===== config.mk =====
export PLATFORM = sky130hd
export DESIGN_NAME = cache_line_sequencer
export DESIGN_NICKNAME = d
export VERILOG_FILES = /design/src/rtl/cache_pkg.sv /design/src/rtl/line_buffer.sv /design/src/rtl/cache_line_sequencer.sv
export SDC_FILE = /design/constraint.sdc
export NUM_CORES = 1
export LEC_CHECK = 0
export CORE_ASPECT_RATIO = 2
export CORE_MARGIN = 1.5
export CORE_UTILIZATION = 64
export DETAILED_ROUTE_END_ITERATION = 8
export PLACE_DENSITY = 0.84
export SLEW_MARGIN = 20
export SYNTH_ARGS = -nofsm -noshare
export SYNTH_HDL_FRONTEND = slang
export SYNTH_SLANG_ARGS = --single-unit

===== constraint.sdc =====
create_clock -name ddr_clk -period 4.7 [get_ports ddr_clk]
set_clock_uncertainty 0.05 [all_clocks]
set_input_delay 0.94 -clock ddr_clk [delete_from_list [all_inputs] [get_ports ddr_clk]]
set_output_delay 0.94 -clock ddr_clk [all_outputs]
set_load 0.01 [all_outputs]

===== src/rtl/cache_pkg.sv =====
// Shared types and sizing for the cache line sequencer: line geometry,
// address and word-index typedefs, and the sequencer FSM state encoding.
package cache_pkg;

    localparam int ADDR           = 25;
    localparam int LINE           = 6;
    localparam int WORDS_PER_LINE = 32;
    localparam int WORD_IDX_W     = $clog2(WORDS_PER_LINE);

    typedef logic [ADDR-LINE-1:0]  line_addr_t;
    typedef logic [WORD_IDX_W-1:0] word_idx_t;

    typedef enum logic [2:0] {
        IDLE,
        WR_CAP,
        WR_REQ,
        WR_DATA,
        WR_DONE,
        RD_REQ,
        RD_DATA,
        RD_DONE
    } seq_state_t;

endpackage


===== src/rtl/line_buffer.sv =====
// One cache line of write-back data: synchronous write from the capture
// path, asynchronous read so the SDRAM side sees the word at rptr immediately.
module line_buffer
    import cache_pkg::*;
(
    input  logic        ddr_clk,
    input  logic        we,
    input  word_idx_t   waddr,
    input  logic [15:0] wdata,
    input  word_idx_t   raddr,
    output logic [15:0] rdata
);

    logic [15:0] mem [WORDS_PER_LINE];

    always_ff @(posedge ddr_clk) begin
        if (we) begin
            mem[waddr] <= wdata;
        end
    end

    assign rdata = mem[raddr];

endmodule


===== src/rtl/cache_line_sequencer.sv =====
// Turns cache write-back/fill level requests into 32-word SDRAM bursts,
// draining victim lines into a local buffer and forwarding fill data.
module cache_line_sequencer
    import cache_pkg::*;
#(
    parameter int ADDR_W  = ADDR,
    parameter int LINE_W  = LINE,
    parameter int CRD_LAT = 2
) (
    input  logic                     ddr_clk,
    input  logic                     rst,
    input  logic                     ddr_wr,
    input  logic                     ddr_rd,
    input  logic [ADDR_W-LINE_W-1:0] hiaddr,
    input  logic [15:0]              ddr_dout,
    output logic [15:0]              ddr_din,
    output logic                     cache_read_data,
    output logic                     cache_write_data,
    output logic                     sdr_req,
    output logic                     sdr_we,
    output logic [ADDR_W-2:0]        sdr_addr,
    input  logic                     sdr_ack,
    output logic [15:0]              sdr_wdata,
    input  logic                     sdr_wdata_rd,
    input  logic [15:0]              sdr_rdata,
    input  logic                     sdr_rdata_valid,
    output logic                     busy
);

    localparam int        LA_W  = ADDR_W - LINE_W;
    localparam int        OFF_W = LINE_W - 1;
    localparam word_idx_t LAST  = word_idx_t'(WORDS_PER_LINE - 1);

    logic            wr_meta, wr_s, rd_meta, rd_s;
    logic [LA_W-1:0] hiaddr_meta, hiaddr_s, line_addr;
    seq_state_t      state;
    word_idx_t       str_cnt, wptr, rptr, rd_cnt;
    logic [CRD_LAT-1:0] cap_pipe;
    logic            cap_we;

    // Requests come from the cache clock domain; hiaddr is held stable
    // while a request is up, so a plain two-stage bus register suffices.
    always_ff @(posedge ddr_clk) begin
        if (rst) begin
            wr_meta     <= 1'b0;
            wr_s        <= 1'b0;
            rd_meta     <= 1'b0;
            rd_s        <= 1'b0;
            hiaddr_meta <= '0;
            hiaddr_s    <= '0;
        end else begin
            wr_meta     <= ddr_wr;
            wr_s        <= wr_meta;
            rd_meta     <= ddr_rd;
            rd_s        <= rd_meta;
            hiaddr_meta <= hiaddr;
            hiaddr_s    <= hiaddr_meta;
        end
    end

    // Delayed copy of the read strobe marks the cycle its word is valid.
    always_ff @(posedge ddr_clk) begin
        if (rst) begin
            cap_pipe <= '0;
        end else begin
            cap_pipe[0] <= cache_read_data;
            for (int i = 1; i < CRD_LAT; i++) begin
                cap_pipe[i] <= cap_pipe[i-1];
            end
        end
    end

    assign cap_we   = cap_pipe[CRD_LAT-1] && (state == WR_CAP);
    assign sdr_addr = {line_addr, {OFF_W{1'b0}}};

    line_buffer u_line_buffer (
        .ddr_clk (ddr_clk),
        .we      (cap_we),
        .waddr   (wptr),
        .wdata   (ddr_dout),
        .raddr   (rptr),
        .rdata   (sdr_wdata)
    );

    always_ff @(posedge ddr_clk) begin
        if (rst) begin
            state            <= IDLE;
            line_addr        <= '0;
            str_cnt          <= '0;
            wptr             <= '0;
            rptr             <= '0;
            rd_cnt           <= '0;
            cache_read_data  <= 1'b0;
            cache_write_data <= 1'b0;
            sdr_req          <= 1'b0;
            sdr_we           <= 1'b0;
            ddr_din          <= '0;
            busy             <= 1'b0;
        end else begin
            cache_write_data <= 1'b0;
            case (state)
                IDLE: begin
                    str_cnt <= '0;
                    wptr    <= '0;
                    rptr    <= '0;
                    rd_cnt  <= '0;
                    if (wr_s) begin
                        line_addr       <= hiaddr_s;
                        cache_read_data <= 1'b1;
                        busy            <= 1'b1;
                        state           <= WR_CAP;
                    end else if (rd_s) begin
                        line_addr <= hiaddr_s;
                        busy      <= 1'b1;
                        state     <= RD_REQ;
                    end
                end
                WR_CAP: begin
                    if (cache_read_data) begin
                        str_cnt <= str_cnt + 1'b1;
                        if (str_cnt == LAST) begin
                            cache_read_data <= 1'b0;
                        end
                    end
                    if (cap_we) begin
                        wptr <= wptr + 1'b1;
                        if (wptr == LAST) begin
                            state <= WR_REQ;
                        end
                    end
                end
                WR_REQ: begin
                    if (!sdr_req) begin
                        sdr_req <= 1'b1;
                        sdr_we  <= 1'b1;
                    end else if (sdr_ack) begin
                        sdr_req <= 1'b0;
                        sdr_we  <= 1'b0;
                        state   <= WR_DATA;
                    end
                end
                WR_DATA: begin
                    if (sdr_wdata_rd) begin
                        rptr <= rptr + 1'b1;
                        if (rptr == LAST) begin
                            state <= WR_DONE;
                        end
                    end
                end
                // A fill that follows a write-back is picked up again from IDLE.
                WR_DONE: begin
                    if (!wr_s) begin
                        busy  <= 1'b0;
                        state <= IDLE;
                    end
                end
                RD_REQ: begin
                    if (!sdr_req) begin
                        sdr_req <= 1'b1;
                        sdr_we  <= 1'b0;
                    end else if (sdr_ack) begin
                        sdr_req <= 1'b0;
                        state   <= RD_DATA;
                    end
                end
                RD_DATA: begin
                    if (sdr_rdata_valid) begin
                        ddr_din          <= sdr_rdata;
                        cache_write_data <= 1'b1;
                        rd_cnt           <= rd_cnt + 1'b1;
                        if (rd_cnt == LAST) begin
                            state <= RD_DONE;
                        end
                    end
                end
                RD_DONE: begin
                    if (!rd_s) begin
                        busy  <= 1'b0;
                        state <= IDLE;
                    end
                end
                default: begin
                    busy  <= 1'b0;
                    state <= IDLE;
                end
            endcase
        end
    end

endmodule


==> run_results.csv <==
group,metric,value,unit
global_routing,track_usage,28.81,%
sta,max_slew_margin,27.02,%
sta,finalHoldViolations,0,
floorplanning,num_rows,99,
global_routing,antenna_found_initial,2,
power,ir_drop,0.3520,mV
routing,wl,53.24,mm
logic_synthesis,synth_mux_area_share,16.16,%
power,switching_share,20.58,%
place,place.gp.congestion,0.7646,
setup_path,crit_type,"flip-flop to output pin",
global_routing,gr-total-overflow,0,
layout,finalInstanceArea,26940,um2
logic_synthesis,synth-compound-area-share,1.738,%
layout,antenna_cells,0,
global_routing,grt_start_max_net_pins,62,
status,status,"completed",
sta,drv_slew,0,
logic_synthesis,synth_cell_types,41,
place,placed_area,25400,um2
layout,n_fill_cell,1970,
clock_network,path_clk_slew,70,ps
clock_network,cts_hold_buf,0,
setup_path,worstPathMaxFanout,61,
place,io_buffers,113,
setup_path,cp_num_cells,5,
routing,routed_via_density,6.547,
sta,post-route-min-period,4380,ps
routing,drtPass1Iterations,5,
hold_path,worstHoldPathType,"flip-flop to flip-flop",
power,power.switching,2182,uW
routing,drtIter0Drc,1033,
clock_network,worstSkewPairLatency,570,ps
layout,fin_cells,1844,
sta,fmax,0.2283,GHz
setup_path,timing.critical_path.mode_cell,"mux4_2",
sta,rsz0062_at_grt,"false",
logic_synthesis,ys_warn_count,0,
floorplanning,die_h,273.8,um
routing,wl_per_cell,28.87,um
layout,area_growth,14.79,%
logic_synthesis,ys_top_cells_by_area,"edfxtp_1 (66%), mux4_2 (15%), dfxtp_1 (9.6%), nand2_1 (1.5%), nor2b_1 (1.2%)",
global_routing,grt_first_pass_wirelength,79.12,mm
setup_path,slowest_stage,"dfxtp_4",
sta,fin_crit_sh,93.20,%
sta,tightest_slew,1091,ps
place,dp_hpwl,30.89,mm
power,cellLeakagePower,0.008415,uW
layout,layout_commonest_cell,"edfxtp_1",
setup_path,critPathBufInv,2,
setup_path,required,3710,ps
clock_network,cts_resized,0,
setup_path,critPathMaxStageDelay,630,ps
setup_path,start_kind,"flip-flop",
setup_path,ff2ff_path_depth,5,
hold_path,hold_path_depth,1,
setup_path,end_kind,"output pin",
logic_synthesis,avgSynthCellArea,19.48,um2
logic_synthesis,synth_area,23470,um2
setup_path,critPathTopFamily,"multiplexers",
clock_network,clock-sinks,624,
sta,hold_ws,388.0,ps
logic_synthesis,synthCells,1205,
logic_synthesis,synth_top_area_share,65.51,%
layout,finalNetCount,1425,
logic_synthesis,ys_ff_latch,624,
setup_path,crit_arrival,3390,ps
power,p_comb_share,4.6,%
layout,final_cell_mix,"edfxtp_1 (512), mux4_2 (160), clkdlybuf4s50_1 (108)",
logic_synthesis,synth_top_cell_by_area,"edfxtp_1",
setup_path,worstPathCellList,"buf_12, mux4_2, mux4_2, mux2_2, clkdlybuf4s50_1",
power,intPower,8419,uW
clock_network,tritoncts,"built",
logic_synthesis,synthSimpleGateAreaFrac,4.766,%
clock_network,clk_path_buf_depth,3,
power,seq_power_share,57.3,%
clock_network,cts_root_buf,"clkbuf_16",
place,dp.cells,1761,
clock_network,postCtsSetupBuffers,0,
floorplanning,core_area,36290,um2
routing,num_vias,12072,
floorplanning,start_util,64.66,%
clock_network,numCtsBuffers,47,
logic_synthesis,synth-seq-area-share,75.07,%
power,p_clk_share,38.1,%
sta,fin_tns_setup,0,ps
floorplanning,io-pin-count,119,
power,p_per_area,393.5,nW/um2
logic_synthesis,synth_fa_ha_area_share,0.5864,%
run,cap_violations,0,
routing,antenna_left,0,
routing,drc,0,
logic_synthesis,synthXorXnorAreaFrac,0.2986,%
clock_network,htreeDepth,2,
sta,setup_viol,0,
global_routing,grt_pass1_vias,12600,
logic_synthesis,synth_top_family_by_area,"multiplexers",
floorplanning,die-area,37900,um2
floorplanning,dieWidth,138.4,um
layout,drive_above_1_share,23.53,%
[kinds of logic (layout without fill, tap and decap cells)]
logic type      Yosys count  count (layout)
compound gates           71              71
xor+xnor                  8               8
fa+ha+maj                11              11
buf+inv                  73             254
flops                   624             624
mux                     177             177
other cells               1               5
simple gates            240             240
[area by class of cell]
type	count	area [um2]	share of cell area (%)
timing repair buffer	168	1607	5.963
clock inverter	23	195.2	0.7245
tap	454	568.0	2.108
multi-input combinational	512	5569	20.67
sequential	624	17630	65.43
clock buffer	60	1363	5.058
inverter	3	11.26	0.04180
[per-stage QoR]
step | utilization (%) | power [uW] | setup slack [ps]
after floorplan | - | 6460 | 1637
after global placement | 69.99 | 6660 | 924.5
after detailed placement | 69.99 | 6681 | 932.5
after CTS | 74.28 | 10660 | 295.9
after global routing | 74.23 | 10890 | 214.0
final | 74.23 | 10600 | 319.8
[path summary, 6_finish.rpt]
kind | from | endpoint | slack (ps)
min reg2reg | hiaddr_meta[12] | hiaddr_s[12] | 390
max reg2reg | state[0] | u_line_buffer.mem[8][14] | 1170
max | flip-flop | sdr_wdata[4] | 320
min | hiaddr_meta[12] | hiaddr_s[12] | 390
[metal layers]
| metal | GRT usage [%] | wire length, um | vias up |
|---|---|---|---|
| met1 | 32.84 | 17880 | 6264 |
| met5 | 0 | 13 | - |
| met2 | 54.56 | 30170 | 622 |
| met4 | 11.02 | 1954 | 2 |
| met3 | 4.111 | 3221 | 131 |
| li1 | - | - | 5053 |
[synthesized netlist by cell type, drive strengths merged]
library cell    n
a41oi           1
a311oi          2
a32o            1
a221oi          1
a32oi           1
inv             3
or3b            2
conb            1
edfxtp        512
mux2i           1
ha             11
or3             2
xor2            8
nand2b          6
o31a            1
a21oi          50
mux2           16
and2            3
nor2b          46
a22oi           2
buf            32
mux4          160
a31o            1
nand3          11
nor3b           1
nor2           56
o211ai          2
o21bai          2
o21ai           4
clkbuf         38
nand4           6
a211oi          2
a31oi           1
nand3b          3
nor3            5
and3            6
nand2          93
dfxtp         112
[state kept, by name (all words and copies together), names as in the netlist, named ones only]
register           count
str_cnt                5
rd_s                   1
ddr_din               16
cap_pipe               2
cache_read_data        1
rptr                   5
sdr_we                 1
cache_write_data       1
rd_meta                1
hiaddr_meta           19
u_line_buffer.mem    512
rd_cnt                 5
sdr_req                1
wptr                   5
state                  3
hiaddr_s              19
wr_s                   1
busy                   1
line_addr             19
wr_meta                1
[power groups by stage]
stage	Sequential [uW]	Combinational, uW	Clock [uW]
floorplan	6160	295	0
global placement	6190	468	0
detailed placement	6190	486	0
CTS	6070	491	4090
global route	6080	532	4270
finish	6070	485	4040
Power figures use the tool's default switching activity.
